File: src/rtl/pc_sequencer.sv
// -----------------------------------------------------------------------------
// pc_sequencer
//
// Program-counter sequencer and run-control FSM for the single-cycle MIPS core.
// Owns the instruction fetch address (ReadAddr), computes the next PC from the
// core's Zero/Branch/Jump/SEImm/JumpValue outputs, and provides halt / run /
// single-step control, an address breakpoint and a saturating retired count.
//
// Ports:
//   clk, reset          rising-edge clock, asynchronous active-high reset
//   Zero, Branch, Jump  core flags for the instruction at ReadAddr
//   SEImm, JumpValue    sign-extended immediate and instr[25:0] from core
//   run_req, halt_req,  level-sensitive run-control requests, sampled in HALT
//   step_req            (halt_req is also sampled in RUN)
//   bp_en, bp_addr      breakpoint enable and PC
//   ReadAddr            current PC to the core
//   commit              current instruction is architecturally executed;
//                       integration ANDs it into RegWrite and MemWrite
//   state               FSM state: 00 HALT, 01 RUN, 10 STEP
//   step_done           one-cycle pulse in the HALT cycle following a STEP
//   bp_hit              sticky: last halt was caused by the breakpoint
//   retired             retired-instruction count, saturating
//
// Request semantics: run_req/halt_req/step_req are plain levels with no
// acknowledge. A request sampled at edge N changes state at edge N, so commit
// (decoded from the state flop only) reflects it from cycle N+1 onward.
// -----------------------------------------------------------------------------
module pc_sequencer #(
    parameter int              PC_W     = 8,
    parameter logic [PC_W-1:0] RESET_PC = '0,
    parameter int              CNT_W    = 16
) (
    input  logic              clk,
    input  logic              reset,
    input  logic              Zero,
    input  logic              Branch,
    input  logic              Jump,
    input  logic [31:0]       SEImm,
    input  logic [25:0]       JumpValue,
    input  logic              run_req,
    input  logic              halt_req,
    input  logic              step_req,
    input  logic              bp_en,
    input  logic [PC_W-1:0]   bp_addr,
    output logic [PC_W-1:0]   ReadAddr,
    output logic              commit,
    output logic [1:0]        state,
    output logic              step_done,
    output logic              bp_hit,
    output logic [CNT_W-1:0]  retired
);

    typedef enum logic [1:0] {
        ST_HALT = 2'b00,
        ST_RUN  = 2'b01,
        ST_STEP = 2'b10
    } state_t;

    localparam logic [PC_W-1:0] PC_INC = PC_W'(4);

    state_t            state_q, state_d;
    logic [PC_W-1:0]   pc_q, pc_d;
    logic [CNT_W-1:0]  retired_q, retired_d;
    logic              bp_hit_q, bp_hit_d;
    logic              step_done_q, step_done_d;

    logic [PC_W-1:0]   pc4;
    logic [PC_W-1:0]   jump_tgt;
    logic [PC_W-1:0]   br_off;
    logic [PC_W-1:0]   next_pc;
    logic [CNT_W-1:0]  retired_inc;
    logic              bp_match;

    // Immediate bits above the PC width cannot affect a wrapped PC.
    logic unused_imm_bits;
    assign unused_imm_bits = ^{SEImm[31:PC_W-2], JumpValue[25:PC_W-2]};

    // -------------------------------------------------------------------------
    // Next-PC datapath. All arithmetic wraps mod 2^PC_W, so a negative branch
    // offset falls out of the truncated sign-extended immediate.
    // -------------------------------------------------------------------------
    always_comb begin
        pc4      = pc_q + PC_INC;
        jump_tgt = {JumpValue[PC_W-3:0], 2'b00};
        br_off   = {SEImm[PC_W-3:0], 2'b00};
        if (Jump) begin
            next_pc = jump_tgt;
        end else if (Branch && Zero) begin
            next_pc = pc4 + br_off;
        end else begin
            next_pc = pc4;
        end
    end

    assign bp_match    = bp_en && (next_pc == bp_addr);
    assign retired_inc = (&retired_q) ? retired_q : retired_q + CNT_W'(1);

    // -------------------------------------------------------------------------
    // Run-control FSM: next state and datapath updates.
    // -------------------------------------------------------------------------
    always_comb begin
        state_d     = state_q;
        pc_d        = pc_q;
        retired_d   = retired_q;
        bp_hit_d    = bp_hit_q;
        step_done_d = 1'b0;

        case (state_q)
            ST_HALT: begin
                // halt_req outranks step, step outranks run.
                if (halt_req) begin
                    state_d = ST_HALT;
                end else if (step_req) begin
                    state_d  = ST_STEP;
                    bp_hit_d = 1'b0;
                end else if (run_req) begin
                    state_d  = ST_RUN;
                    bp_hit_d = 1'b0;
                end
            end
            ST_RUN: begin
                pc_d      = next_pc;
                retired_d = retired_inc;
                // The breakpoint stops before the instruction at bp_addr runs;
                // if halt_req arrives together, the result is the same HALT
                // but bp_hit still records the breakpoint.
                if (bp_match) begin
                    pc_d     = bp_addr;
                    state_d  = ST_HALT;
                    bp_hit_d = 1'b1;
                end else if (halt_req) begin
                    state_d = ST_HALT;
                end
            end
            ST_STEP: begin
                // Breakpoint deliberately ignored so a user can step past it.
                pc_d        = next_pc;
                retired_d   = retired_inc;
                state_d     = ST_HALT;
                step_done_d = 1'b1;
            end
            default: begin
                state_d = ST_HALT;
            end
        endcase
    end

    always_ff @(posedge clk or posedge reset) begin
        if (reset) begin
            state_q     <= ST_HALT;
            pc_q        <= RESET_PC;
            retired_q   <= '0;
            bp_hit_q    <= 1'b0;
            step_done_q <= 1'b0;
        end else begin
            state_q     <= state_d;
            pc_q        <= pc_d;
            retired_q   <= retired_d;
            bp_hit_q    <= bp_hit_d;
            step_done_q <= step_done_d;
        end
    end

    // commit comes from the state flop only; the illegal encoding reads as 0.
    assign commit    = (state_q == ST_RUN) || (state_q == ST_STEP);
    assign ReadAddr  = pc_q;
    assign state     = state_q;
    assign step_done = step_done_q;
    assign bp_hit    = bp_hit_q;
    assign retired   = retired_q;

endmodule
File: config.mk
export PLATFORM = sky130hd
export DESIGN_NAME = pc_sequencer
export DESIGN_NICKNAME = d
export VERILOG_FILES = /design/src/rtl/pc_sequencer.sv
export SDC_FILE = /design/constraint.sdc
export NUM_CORES = 1
export LEC_CHECK = 0
export ABC_AREA = 1
export CORE_ASPECT_RATIO = 1.5
export CORE_MARGIN = 3
export CORE_UTILIZATION = 26
export DETAILED_ROUTE_END_ITERATION = 12
export PLACE_DENSITY = 0.61
export REMOVE_ABC_BUFFERS = 1
export SYNTH_ARGS = -nofsm -noshare
export SYNTH_HDL_FRONTEND = slang
export SYNTH_SLANG_ARGS = --single-unit
File: constraint.sdc
create_clock -name clk -period 3.9 [get_ports clk]
set_input_delay 0.78 -clock clk [delete_from_list [all_inputs] [get_ports clk]]
set_output_delay 0.78 -clock clk [all_outputs]
set_load 0.01 [all_outputs]
==> key figures <==
STA
  • Final setup fails: 0
  • Clock skew: a little under 4 ps
  • Slew headroom: between 70% and 80%
  • Max-slew violation count: 0
  • Worst slew pin tran: between 300 and 400 ps
  • Setup_tns: 0 ps
  • Tmin final: between 2000 and 3000 ps
  • Final hold violations: 0
  • Period utilization: between 70% and 80%
  • Max Clk Rate: 345 MHz
  • RSZ-0062 raised after global routing: no

Min path
  • Hold_sp: bp_hit$_DFFE_PP0P_
  • Hold EP: bp_hit$_DFFE_PP0P_
  • Hold path depth: 2
  • Hold crit path type: reg2reg

Drt
  • Vias per cell: between 4 and 5
  • DR WL/cell: approximately 12 um
  • DRC: 0
  • Initial DRC count: 95
  • Initial DRT Pass Iterations: 4
  • Final WL: approximately 5 mm
  • Via count: between 1500 and 2000
  • Post-DRT Antenna Nets: 0

Yosys
  • Avg Cell Area, Syn: roughly 7.6 sq um
  • Ys flop type: dfrtp_1
  • Async set-reset flop share out of synthesis: 100%
  • Post-synthesis cell type count: 27
  • Sequential fraction of the synthesis area: approximately 37%
  • Cell count after synthesis: between 200 and 300
  • Yosys warns: 0
  • Post-synthesis cell area: between 1500 and 2000 sq um
  • Flops & latches, synth: 28
  • Post-synth EDFFs: 0

Layout
  • Layout Nets: slightly below 400
  • Diodes inserted: 0
  • Syn-to-layout area delta: 38.2%
  • Final instance area: approximately 2600 sq um
  • FILL cells: roughly 730
  • Seq. cell area: 701 sq um
  • Layout cells sized above 1: about 5.8%
  • Multi-input logic area: 1070 sq um

GRT
  • Largest net degree at the start of global routing: 29
  • First-pass GRT wire length: ~8.3 mm
  • Initial antenna violation count: 0
  • Grt ovf: 0
  • Vias in the first global route: between 1500 and 2000
  • GR Util All Layers: a little under an eighth

Clock network
  • CTS resizes: 0
  • CTS tree: done
  • Post-CTS setup buffer count: 0
  • Clock sink total: 28
  • Clock root buffer: clkbuf_8
  • TritonCTS Buffers: 3
  • CTS H-tree lvls: 1
  • Clk_lat worst skew: between 200 and 300 ps
  • CTS Buffer Depth: 2
  • Hold buffers post-CTS: 0
  • Reg clk slew, reported paths: roughly 90 ps

Die
  • Die ar.: about 8400 sq um
  • Die width: between 70 and 80 um
  • Starting Density: approximately 27%
  • I/O pin count: between 100 and 150
  • Core Box Area: between 6000 and 7000 sq um
  • FP Rows: 37
  • Die height: approximately 110 um

Setup path
  • Worst Setup End Kind: flop
  • CP Launch Type: input pin
  • R2R depth: 15
  • Worst reg2reg startpoint: ReadAddr[2]$_DFFE_PP0P_
  • Worst EP arrival: about 3000 ps
  • Setup Crit Path Kind: in2reg
  • Max Fanout on Critical Path: 2
  • Worst R2R Setup Slack: between 1000 and 1500 ps
  • Crit path largest cell delay: between 400 and 500 ps
  • R2r endpoint: bp_hit$_DFFE_PP0P_
  • CP delay by family, top: simple AND/OR/NAND/NOR gates
  • Critical path buffers and inverters: 1
  • Worst-path cell chain: clkdlybuf4s50_1 -> ha_1 -> fa_1 -> nand3_1 -> nand3_1 -> nand2_1 -> nand2_1 -> nand2_1 -> nor2_1 -> nand3_1 -> nor2_2 -> nand3_2 -> nand2_1 -> nand3_1 -> nand2_1 -> nand2_1
  • Worst Path Required: 4070 ps
  • Critical path's slowest cell: fa_1
  • CP most frequent cell: nand2_1

Pwr
  • Power per cell area: roughly 480 nW/um^2
  • Leakage: 1.25 nW
  • Worst IR drop on VDD: ~250 uV

Place
  • Area after DPL: roughly 2600 sq um
  • IO buf count: 57
  • Gp weighted congestion: between 0.8 and 0.9
  • Hpwl dp: between 3 and 4 mm

Run status
  • Outcome: completed

Run
  • Maxcap violations: 0
-- flip-flops by register name, indices dropped and copies added (netlist names) --
name / flops
step_done: 1
retired: 16
state: 2
bp_hit: 1
ReadAddr: 8
-- cell type report --
cell class | count | share of cell area [%]
flip-flops and latches | 28 | 26.5
multi-input cells | 187 | 40.6
clock buffers | 3 | 1.56
well taps | 97 | 4.59
repair buffers | 58 | 21.9
inverters | 34 | 4.83
-- per-layer routing --
layer | up-vias | track usage (%) | share of wire [%]
met1 | 797 | 13.2 | 41
li1 | 927 | - | -
met3 | 6 | 2.60 | 4.9
met5 | - | 0 | 0
met2 | 51 | 21.7 | 53
met4 | 0 | 3.87 | 1.3
-- Yosys cell counts, types with 2 or more instances --
library cell | instances | area [sq um]
nand2_1 | 74 | 278
inv_1 | 31 | 116
nand3_1 | 30 | 150
dfrtp_1 | 28 | 701
nor2_1 | 12 | 45.0
ha_1 | 10 | 125
o21ai_0 | 10 | 50.1
xor2_1 | 10 | 87.6
nand4_1 | 7 | 43.8
xnor2_1 | 7 | 61.3
a21oi_1 | 4 | 20.0
inv_2 | 3 | 11.3
nand3_2 | 3 | 30.0
nand3b_1 | 3 | 22.5
nor3_1 | 3 | 15.0
or2_1 | 3 | 18.8
nand4_2 | 2 | 25.0
-- per-stage QoR --
| stage | total power [mW] | util, % | setup slack (ps) | hold WS, ps | instances |
|---|---|---|---|---|---|
| after global routing | 1.39 | 37.8 | 853 | 525 | 407 |
| after detailed placement | 1.11 | 37.2 | 692 | 476 | 404 |
| after global placement | 1.10 | 37.2 | 729 | 459 | 404 |
| final | 1.27 | 37.8 | 1000 | 495 | 407 |
| after CTS | 1.28 | 37.8 | 983 | 501 | 407 |
| after floorplan | 0.846 | - | 1430 | 505 | 249 |
-- cell usage in the layout, fill, tap and decap left out, types with 2 or more instances in the layout --
cell             synthesis  routed
nand2_1                 74      74
clkdlybuf4s50_1          0      57
inv_1                   31      31
nand3_1                 30      30
dfrtp_1                 28      28
nor2_1                  12      12
xor2_1                  10      10
o21ai_0                 10      10
ha_1                    10      10
xnor2_1                  7       7
nand4_1                  7       7
a21oi_1                  4       4
inv_2                    3       3
nand3_2                  3       3
nor3_1                   3       3
or2_1                    3       3
nand3b_1                 3       3
clkbuf_8                 0       3
nand4_2                  2       2
-- worst max-delay path by stage --
stage,slack [ps],to,from,cells after the start
floorplan,1430,bp_hit$_DFFE_PP0P_,SEImm[0],15
global placement,730,state[1]$_DFFE_PP0P_,SEImm[0],16
detailed placement,690,bp_hit$_DFFE_PP0P_,SEImm[0],16
CTS,980,bp_hit$_DFFE_PP0P_,SEImm[0],16
global route,850,bp_hit$_DFFE_PP0P_,SEImm[0],16
finish,1000,bp_hit$_DFFE_PP0P_,SEImm[0],16
-- power breakdown --
| part | total (mW) | switching (mW) | internal [mW] | leakage, nW |
|---|---|---|---|---|
| registers | 0.439 | 0.0857 | 0.353 | 0.370 |
| clock network | 0.159 | 0.0897 | 0.0694 | 0.0216 |
| logic | 0.668 | 0.358 | 0.310 | 0.857 |
-- worst min-delay path: cells and delay by family, from the launching register on --
kind,cells,cell delay (ps)
DFF,1,360
and+or+nand+nor,2,110
-- cell families after synthesis --
kind of cell | Yosys count | share of synthesized area [%]
buffers and inverters | 35 | 7.26
adder cells (fa/ha/maj) | 11 | 7.59
AND/OR/NAND/NOR | 143 | 35.5
AO/OA/AOI/OAI | 16 | 5.17
XOR/XNOR | 17 | 7.79
flip-flops | 28 | 36.6
Power figures use the tool's default switching activity.
